[config.mk]
export PLATFORM = sky130hd
export DESIGN_NAME = reg_bank
export DESIGN_NICKNAME = d
export VERILOG_FILES = /design/src/rtl/reg_bank.sv
export SDC_FILE = /design/constraint.sdc
export NUM_CORES = 1
export LEC_CHECK = 0
export BUFFER_PORTS_ARGS = -buffer_cell sky130_fd_sc_hd__buf_2
export CORE_UTILIZATION = 54
export CTS_CLUSTER_DIAMETER = 30
export DETAILED_ROUTE_END_ITERATION = 16
export PLACE_DENSITY = 0.79
export SETUP_SLACK_MARGIN = 0.3
export SYNTH_ARGS = -nofsm -noshare
export SYNTH_HDL_FRONTEND = slang
export SYNTH_SLANG_ARGS = --single-unit
[constraint.sdc]
create_clock -name clk -period 1.6 [get_ports clk]
set_clock_uncertainty 0.05 [all_clocks]
set_input_delay 0.08 -clock clk [delete_from_list [all_inputs] [get_ports clk]]
set_output_delay 0.08 -clock clk [all_outputs]
set_load 0.005 [all_outputs]
[src/rtl/reg_bank.sv]
// Register bank, one write port and two independent combinational read ports; reads have zero latency, writes land on the next edge.
// There is no backpressure: every write with we=1 is accepted, except writes to register 0 when ZERO_REG=1.
module reg_bank #(
   parameter int NB_SEL   = 2,
   parameter int WIDTH    = 8,
   parameter int ZERO_REG = 0
) (
   input  logic                clk,
   input  logic                rst,
   input  logic                we,
   input  logic [NB_SEL-1:0]   waddr,
   input  logic [WIDTH-1:0]    wdata,
   input  logic [NB_SEL-1:0]   raddr_a,
   input  logic [NB_SEL-1:0]   raddr_b,
   output logic [WIDTH-1:0]    rdata_a,
   output logic [WIDTH-1:0]    rdata_b,
   output logic [NB_SEL+1:0]   wr_count
);

   localparam int NREG = 2 ** NB_SEL;
   localparam int CW   = NB_SEL + 2;

   logic [NREG-1:0]  wsel;
   logic [WIDTH-1:0] regs [NREG];
   logic             accepted;

   // With ZERO_REG set, register 0 is never selected, so it keeps its reset value of zero.
   always_comb begin
      wsel = '0;
      if (we) begin
         wsel[waddr] = 1'b1;
      end
      if (ZERO_REG != 0) begin
         wsel[0] = 1'b0;
      end
   end

   assign accepted = |wsel;

   always_ff @(posedge clk) begin
      if (rst) begin
         for (int i = 0; i < NREG; i++) begin
            regs[i] <= '0;
         end
      end else begin
         for (int i = 0; i < NREG; i++) begin
            if (wsel[i]) begin
               regs[i] <= wdata;
            end
         end
      end
   end

   always_ff @(posedge clk) begin
      if (rst) begin
         wr_count <= '0;
      end else if (accepted && (wr_count != {CW{1'b1}})) begin
         wr_count <= wr_count + {{(CW-1){1'b0}}, 1'b1};
      end
   end

   assign rdata_a = regs[raddr_a];
   assign rdata_b = regs[raddr_b];

endmodule
; Word-level counts from Yosys, hierarchy flattened
; Memories as Yosys holds them, arrays and structs flattened.
; Index checks and enable logic that the tools add are counted.
[totals]
register_bits = 4
ramBits = 32
in_bits = 17
output_inout_bits = 20
n_memories = 1
[classes]
addsub = 1
magnitude_cmp = 2
n_eq_ne = 1
muxes = 21
bitwise = 4
n_reduce_logical = 3
[mem_list]
columns = name, words, word_bits, rd, rd_ports_with_merged_regs, write_ports, line_no
row1 = regs, 4, 8, 2, 0, 4, 24  ; logic [WIDTH-1:0] regs [NREG];
[ops]
columns = operator, count
row1 = 2-to-1 mux 8 bit, 4
row2 = 2-to-1 mux 1 bit, 15
row3 = "adder 4 x 1 -> 4 bit, second input constant", 1
row4 = 2-to-1 mux 4 bit, 1
row5 = "inequality test 4 bit, second input constant", 1
row6 = bitwise OR 1 bit, 4
row7 = OR reduction 4 bit, 1
row8 = "less-than comparator 2 x 3 -> 1 bit, second input constant", 1
row9 = demux 1 bit (select 2 bit), 1
row10 = "greater-or-equal comparator 2 x 1 -> 1 bit, second input constant", 1
row11 = logical AND 1 bit, 2

; Longest topological paths before layout
; Gate-level depths: netlist of run 1.
[logic_depth]
ltp_word = 9
depth_mapped = 4

; Worst setup path after synthesis of run 1
; OpenSTA, ideal clock, no wires.
[synth_timing]
path_type = register to register
start = register wr_count[0]
end = register wr_count[0]
setup_time_ns = 0.123
arrival_time_ns = 1.223
required_time_ns = 1.427
setup_slack_ns = 0.204
stages_incl_launch_ff = 5
path_buffers = 0
path_cell_list = dfxtp_1 -> ha_1 -> and3_1 -> nor2b_1 -> mux2_1
[synth_via]
elab_chain_len = 2
[synth_rtl]
columns = element, line_no
row1 = "start, declared", 17  ; output logic [NB_SEL+1:0] wr_count
row2 = "start signal, assigned", 58  ; wr_count <= wr_count + {{(CW-1){1'b0}}, 1'b1};
row3 = "parallel branches: the longest is 2 deep, another holds adder 4 x 1 -> 4 bit", n/a
; Parallel ways; which one is timed is not known.
; A chain may end at the register's enable or synchronous reset.

==> impl_metrics.ini, run 1 <==
[outcome]
status = completed

[critical_path]
cp_max_fo = 2
worstPathArrival_ns = 1.37
crit_family = multiplexers
cp.depth = 2
start_kind = flop
rr_worst_depth = 4
timing.rr.start = wr_count[0]
r2r_end = wr_count[0]
critical_path_class = reg -> out
crit_chain = mux4_2 -> buf_2
max_stage_delay_ns = 0.46
worst_ep_required_time_ns = 1.47
cp-endpoint = rdata_a[4]
end_kind = output port
critical_path_buf_inv_count = 1
crit_slowest_cell = mux4_2
timing.critical_path.from = regs[2][4]
timing.reg2reg.setup_slack_ns = 0.32

[timing]
whs_ns = 0.01525
hold_violations = 0
finalSetupViolCount = 0
tns_ns = 0
rsz0062_at_grt = yes
period_minus_slack_ns = 1.502
worst_slew_margin_rel_pct = 69.58
timing.fmax_ghz = 0.6659
setup_ws_ns = 0.09836
min_period_over_period_pct = 93.85
tightest_slew_ns = 0.4563
finalMaxSlewViolations = 0

[drt]
detail_route.first_pass.iterations = 4
vias = 1158
routed_wl_um = 3752
dr.first_iter.drc_count = 27
routedWlPerCell_um = 17.78
drc = 0
viasPerCell = 5.488
antenna_left = 0

[cts]
clock_path_buffers = 2
htree_levels = 2
clk_pin_slew_ns = 0.11
cts_tree = done
clock_latency_ns = 0.34
cts_inserted_buffers = 5
cts-root-buf = clkbuf_4
cts_sinks = 36

[power_and_ir_drop]
total_power_mw = 1.946
vdd_drop_max_mv = 0.5297
p_switching_mw = 0.4720
sw_frac_of_total_pct = 24.25
p_leak_nw = 0.8774
internal-power_mw = 1.474
p_per_area_nw_per_um2 = 860.8
p_comb_share_pct = 15.8
seq_power_share_pct = 57.8
power.share.clock_pct = 26.4

[final_layout]
mostFrequentLayoutCell = buf_2
fill_cells = 225
finalInstanceArea_sq_um = 2261
antenna_cells = 0
layout_common_cells = 36 x buf_2, 32 x and2_1, 32 x edfxtp_1, 16 x mux4_2, 8 x dlygate4sd3_1
synthToLayoutAreaGrowth_pct = 22.09
drive_above_1_share_pct = 46.11
nets = 184

[logic_synthesis]
syn_nets = 135
ys_seq_area_share_pct = 56.22
synth_cell_types = 26
synth-seq-cells = 36
syn_area_sq_um = 1852
ys_warn_count = 0
netlist_instances = 117
synth.avg_cell_area_sq_um = 15.83

[floorplanning]
die_y_um = 60.56
io_pins = 37
fp.coreArea_sq_um = 3153
die-area_sq_um = 3668
initial_utilization_pct = 58.73
fp-row-count = 20
die_w_um = 60.56

[place]
hpwl_um = 2503
placed_cell_area_sq_um = 2082
place_congestion = 0.7887
dpl_worst_slack_ns = 0.2542
portBuffers = 36

[grt]
grt_pass1_vias = 1224
grt_pass1_wl_um = 5775
antenna_found_initial = 0
grt_use_total_pct = 23.37
grt_start_max_net_pins = 12
globalRoute.totalOverflow = 0

[run]
maxCapViolations = 0

[hold_path]
min_path_type = in -> reg
==> metrics by stage <==
| step | utilization [%] | std cells |
|---|---|---|
| 6_report | 71.71 | 211 |
| 5_1_grt | 71.71 | 211 |
| 4_1_cts | 71.39 | 211 |
| 3_5_place_dp | 66.03 | 192 |
| 3_3_place_gp | 66.03 | 192 |
| 2_1_floorplan | - | 117 |
==> area by class of cell <==
| class | count | area, sq um | share of cell area [%] |
|---|---|---|---|
| Timing Repair Buffer | 48 | 290.3 | 12.84 |
| Clock inverter | 2 | 10.01 | 0.4427 |
| Clock buffer | 6 | 51.30 | 2.269 |
| Sequential cell | 36 | 1044 | 46.15 |
| Inverter | 2 | 7.507 | 0.3320 |
| Tap cell | 44 | 55.05 | 2.435 |
| Multi-Input combinational cell | 73 | 803.3 | 35.53 |
==> cell usage after synthesis, drive strengths merged <==
| cell | number | area, sq um |
|---|---|---|
| ha | 1 | 12.51 |
| edfxtp | 32 | 960.9 |
| buf | 5 | 25.03 |
| o21ai | 1 | 5.000 |
| mux2i | 1 | 10.01 |
| nand2b | 3 | 21.27 |
| nor3 | 5 | 63.81 |
| clkbuf | 1 | 3.750 |
| mux2 | 1 | 11.26 |
| nand4 | 1 | 6.260 |
| inv | 2 | 7.510 |
| a31o | 4 | 35.03 |
| or2 | 1 | 6.260 |
| a21oi | 2 | 10.01 |
| mux4 | 16 | 360.4 |
| dfxtp | 4 | 80.08 |
| nor2b | 2 | 12.51 |
| nor2 | 1 | 3.750 |
| and2 | 32 | 200.2 |
| and3 | 1 | 6.260 |
| and4b | 1 | 10.01 |
==> sequential cells by signal, indices dropped and copies added, names as in the netlist <==
| register | cells |
|---|---|
| regs | 32 |
| wr_count | 4 |
==> routing by layer <==
metal / part of all wire [%] / global-route usage [%] / wire length, um / up-vias
met4: 1.5 / 9.740 / 58 / 0
met3: 3.2 / 6.610 / 120 / 7
met1: 38 / 24.64 / 1438 / 574
met5: 0 / 0 / 0 / -
met2: 57 / 43.49 / 2135 / 30
li1: - / - / - / 547
==> cells by family (layout without fill, tap and decap cells) <==
family / Yosys count / after routing / share of synthesized area, %
flip-flops: 36 / 36 / 56.22
AND/OR/NAND/NOR: 47 / 47 / 17.84
adder cells (fa/ha/maj): 1 / 1 / 0.6756
buffers and inverters: 8 / 58 / 1.960
multiplexers: 18 / 18 / 20.61
AO/OA/AOI/OAI: 7 / 7 / 2.702
==> worst min-delay path by stage <==
stage	start	endpoint	slack, ns	cells past startpoint
floorplan	wdata[0]	regs[0][0]	0.23	1
global placement	rst	wr_count[3]	0.32	2
detailed placement	rst	wr_count[3]	0.33	2
CTS	wdata[5]	regs[0][5]	0.004	2
global route	wdata[5]	regs[3][5]	0.02	2
finish	wdata[5]	regs[2][5]	0.02	2
==> power by group through the flow <==
stage / Combinational, mW / Clock, mW / Sequential [mW]
floorplan: 0.174 / 0 / 1.13
global placement: 0.273 / 0 / 1.14
detailed placement: 0.279 / 0 / 1.15
CTS: 0.308 / 0.518 / 1.12
global route: 0.335 / 0.558 / 1.13
finish: 0.308 / 0.514 / 1.12
==> repair_timing <==
item / in CTS / in global routing
cloned: 0 / 0
hold endpoints to repair: 17 / 0
endpoints found under the setup margin: 17 / 17
setup buffers: 3 / 0
resized for setup: 2 / 1
hold buffers: 8 / 0
No activity file was read; power rests on OpenSTA's default activity.
==> run 2: changes to the inputs <==
--- a/config.mk
+++ b/config.mk
@@ -5,11 +5,12 @@
 export SDC_FILE = /design/constraint.sdc
 export NUM_CORES = 1
 export LEC_CHECK = 0
+export ABC_AREA = 1
 export BUFFER_PORTS_ARGS = -buffer_cell sky130_fd_sc_hd__buf_2
 export CORE_UTILIZATION = 54
 export CTS_CLUSTER_DIAMETER = 30
 export DETAILED_ROUTE_END_ITERATION = 16
-export PLACE_DENSITY = 0.79
+export PLACE_DENSITY = 0.78
 export SETUP_SLACK_MARGIN = 0.3
 export SYNTH_ARGS = -nofsm -noshare
 export SYNTH_HDL_FRONTEND = slang
==> constraint.sdc (replaced) <==
create_clock -name clk -period 1.4 [get_ports clk]
set_clock_uncertainty 0.05 [all_clocks]
set_input_delay 0.07 -clock clk [delete_from_list [all_inputs] [get_ports clk]]
set_output_delay 0.07 -clock clk [all_outputs]
set_load 0.005 [all_outputs]
==> run 2 against run 1 <==
Register-to-register slack got worse by 0.03 ns; sequential share of layout area down 0.14 points; final area up 0.77%; highest routed layer unchanged.
==> impl_metrics.ini, run 2 <==
[timing]
min_period_over_period_pct = 89.30
rsz0062_at_grt = yes
period_minus_slack_ns = 1.250
whs_ns = 0.02451
hold_violations = 0
tns_ns = 0
finalMaxSlewViolations = 0
tightest_slew_ns = 0.4345
finalSetupViolCount = 0
timing.fmax_ghz = 0.7998
worst_slew_margin_rel_pct = 70.96

[grt]
antenna_found_initial = 0
grt_pass1_wl_um = 6499
grt_use_total_pct = 24.87
grt_start_max_net_pins = 18
globalRoute.totalOverflow = 0
grt_pass1_vias = 1363

[final_layout]
nets = 268
top_register = regs
final_util_pct = 67.75
synthToLayoutAreaGrowth_pct = 19.65
mostFrequentLayoutCell = nor2_1
reg_top3 = regs: 32 flops, wr_count: 4 flops
drive_above_1_share_pct = 29.08
antenna_cells = 0
layout_common_cells = 68 x nor2_1, 36 x buf_2, 32 x edfxtp_1, 23 x o21ai_1, 16 x o22ai_1
finalInstanceArea_sq_um = 2278
largest_reg_flops = 32

[drt]
dr.first_iter.drc_count = 85
routedWlPerCell_um = 14.41
drc = 0
routed_wl_um = 4279
viasPerCell = 5.508
detail_route.first_pass.iterations = 4
antenna_left = 0
vias = 1636

[floorplanning]
die_w_um = 61.39
die-area_sq_um = 3768
fp-row-count = 21
die_y_um = 61.39
initial_utilization_pct = 56.62
fp.coreArea_sq_um = 3363
io_pins = 37

[critical_path]
cp_max_fo = 2
worst_ep_required_time_ns = 1.28
critical_path_class = reg -> out
start_kind = flop
timing.reg2reg.setup_slack_ns = 0.29
end_kind = output port
rr_worst_depth = 7
r2r_end = wr_count[0]
worstPathArrival_ns = 1.13
timing.rr.start = wr_count[0]

[logic_synthesis]
post-synth-top-area-fraction_pct = 50.46
netlist_instances = 205
ys_seq_area_share_pct = 54.66
synthTopCellsByArea = edfxtp_1 50%, nor2_1 14%, o21ai_0 7.1%
yosysTopAreaCell = edfxtp_1
ys_warn_count = 0
syn_area_sq_um = 1904
synth.avg_cell_area_sq_um = 9.289
synth_common_cells = 73 x nor2_1, 32 x edfxtp_1, 27 x o21ai_0
syn_nets = 223
synth-seq-cells = 36
synth_cell_types = 18
ys.flop_type = edfxtp_1
synth_edf_count = 32
async_flop_share_pct = 0
synth.most_common_cell = nor2_1

[run]
maxCapViolations = 0

[hold_path]
min_path_type = in -> reg
hold_start = wdata[5]
hold_end = regs[1][5]
whs_path_depth = 3

[place]
placed_cell_area_sq_um = 2110
hpwl_um = 2781
portBuffers = 36
place_congestion = 0.7981

[cts]
cts_sinks = 36
cts_tree = done
cts-root-buf = clkbuf_4
clock_path_buffers = 2
htree_levels = 2
clk_pin_slew_ns = 0.11
cts_inserted_buffers = 5
clock_latency_ns = 0.33

[outcome]
status = completed

[power_and_ir_drop]
p_per_area_nw_per_um2 = 956.0
p_leak_nw = 0.9155
vdd_drop_max_mv = 0.7062
total_power_mw = 2.178
## run 2: cell types whose count changed after synthesis, moves of 3 or more
cell / before / now
buf_6: 0 / 5
o22ai_1: 0 / 16
nor3_4: 3 / 0
nand4_4: 0 / 4
mux4_2: 16 / 0
o21ai_2: 0 / 4
a31o_1: 4 / 0
nor2_1: 1 / 73
nand2_1: 0 / 10
o21ai_0: 0 / 27
inv_1: 0 / 14
and2_1: 32 / 0
nand3_1: 0 / 6
## run 2: critical path, cell delays in order, from the launching register on
cell      delay [ns]
edfxtp_1        0.42
o21ai_1         0.14
o22ai_1         0.10
buf_2           0.13
## run 2: worst max-delay path by stage
| stage | startpoint | slack, ns | cells past startpoint | to |
|---|---|---|---|---|
| final | regs[2][5] | 0.15 | 3 | rdata_a[5] |
| after global placement | rst | 0.20 | 3 | regs[3][1] |
| after global routing | regs[1][3] | 0.09 | 3 | rdata_b[3] |
| after detailed placement | rst | 0.17 | 3 | regs[3][1] |
| after floorplan | wr_count[1] | 0.31 | 6 | wr_count[1] |
| after CTS | regs[1][3] | 0.16 | 3 | rdata_b[3] |
## run 2: cell families after synthesis
family          count (synthesis)  synth area share, %
compound gates                 50                14.98
simple gates                   95                23.00
flops                          36                54.66
fa+ha+maj                       1               0.6569
buf+inv                        23                6.702
## run 2: through the flow
stage	worst slack, ns	instances
after detailed placement	0.1730	285
after CTS	0.1617	295
after floorplan	0.3056	205
after global placement	0.2011	285
final	0.1497	297
after global routing	0.08645	297
## run 2: area by class of cell
| cell class | count | area, sq um |
|---|---|---|
| Sequential cell | 36 | 1049 |
| Clock buffer | 7 | 45.04 |
| Timing Repair Buffer | 44 | 246.5 |
| Tap cell | 46 | 57.56 |
| Clock inverter | 1 | 3.754 |
| Fill cell | 280 | 1085 |
| Multi-Input combinational cell | 146 | 810.8 |
| Inverter | 17 | 66.31 |
## run 2: timing repair
item / 4_1_cts / 5_1_grt
cloned: 0 / 0
setup buffers: 1 / 2
hold buffers: 1 / 0
pin swaps: 11 / 10
endpoints found under the hold margin: 1 / 0
setup endpoints to repair: 20 / 21
gates resized for setup: 27 / 18
## run 2: layer usage
metal  GRT usage [%]  wire length (um)  vias to the layer above
met3           4.412               282                        4
met2           38.82              2077                       61
met4           7.619                34                        0
met1           35.82              1885                      764
li1                -                 -                      807
met5               0                 0                        -
## run 2: report_power, final
part,internal [mW],total (mW),switching [mW]
logic,0.150,0.372,0.222
registers,1.25,1.30,0.0490
clock network,0.193,0.509,0.316
total,1.59,2.18,0.587
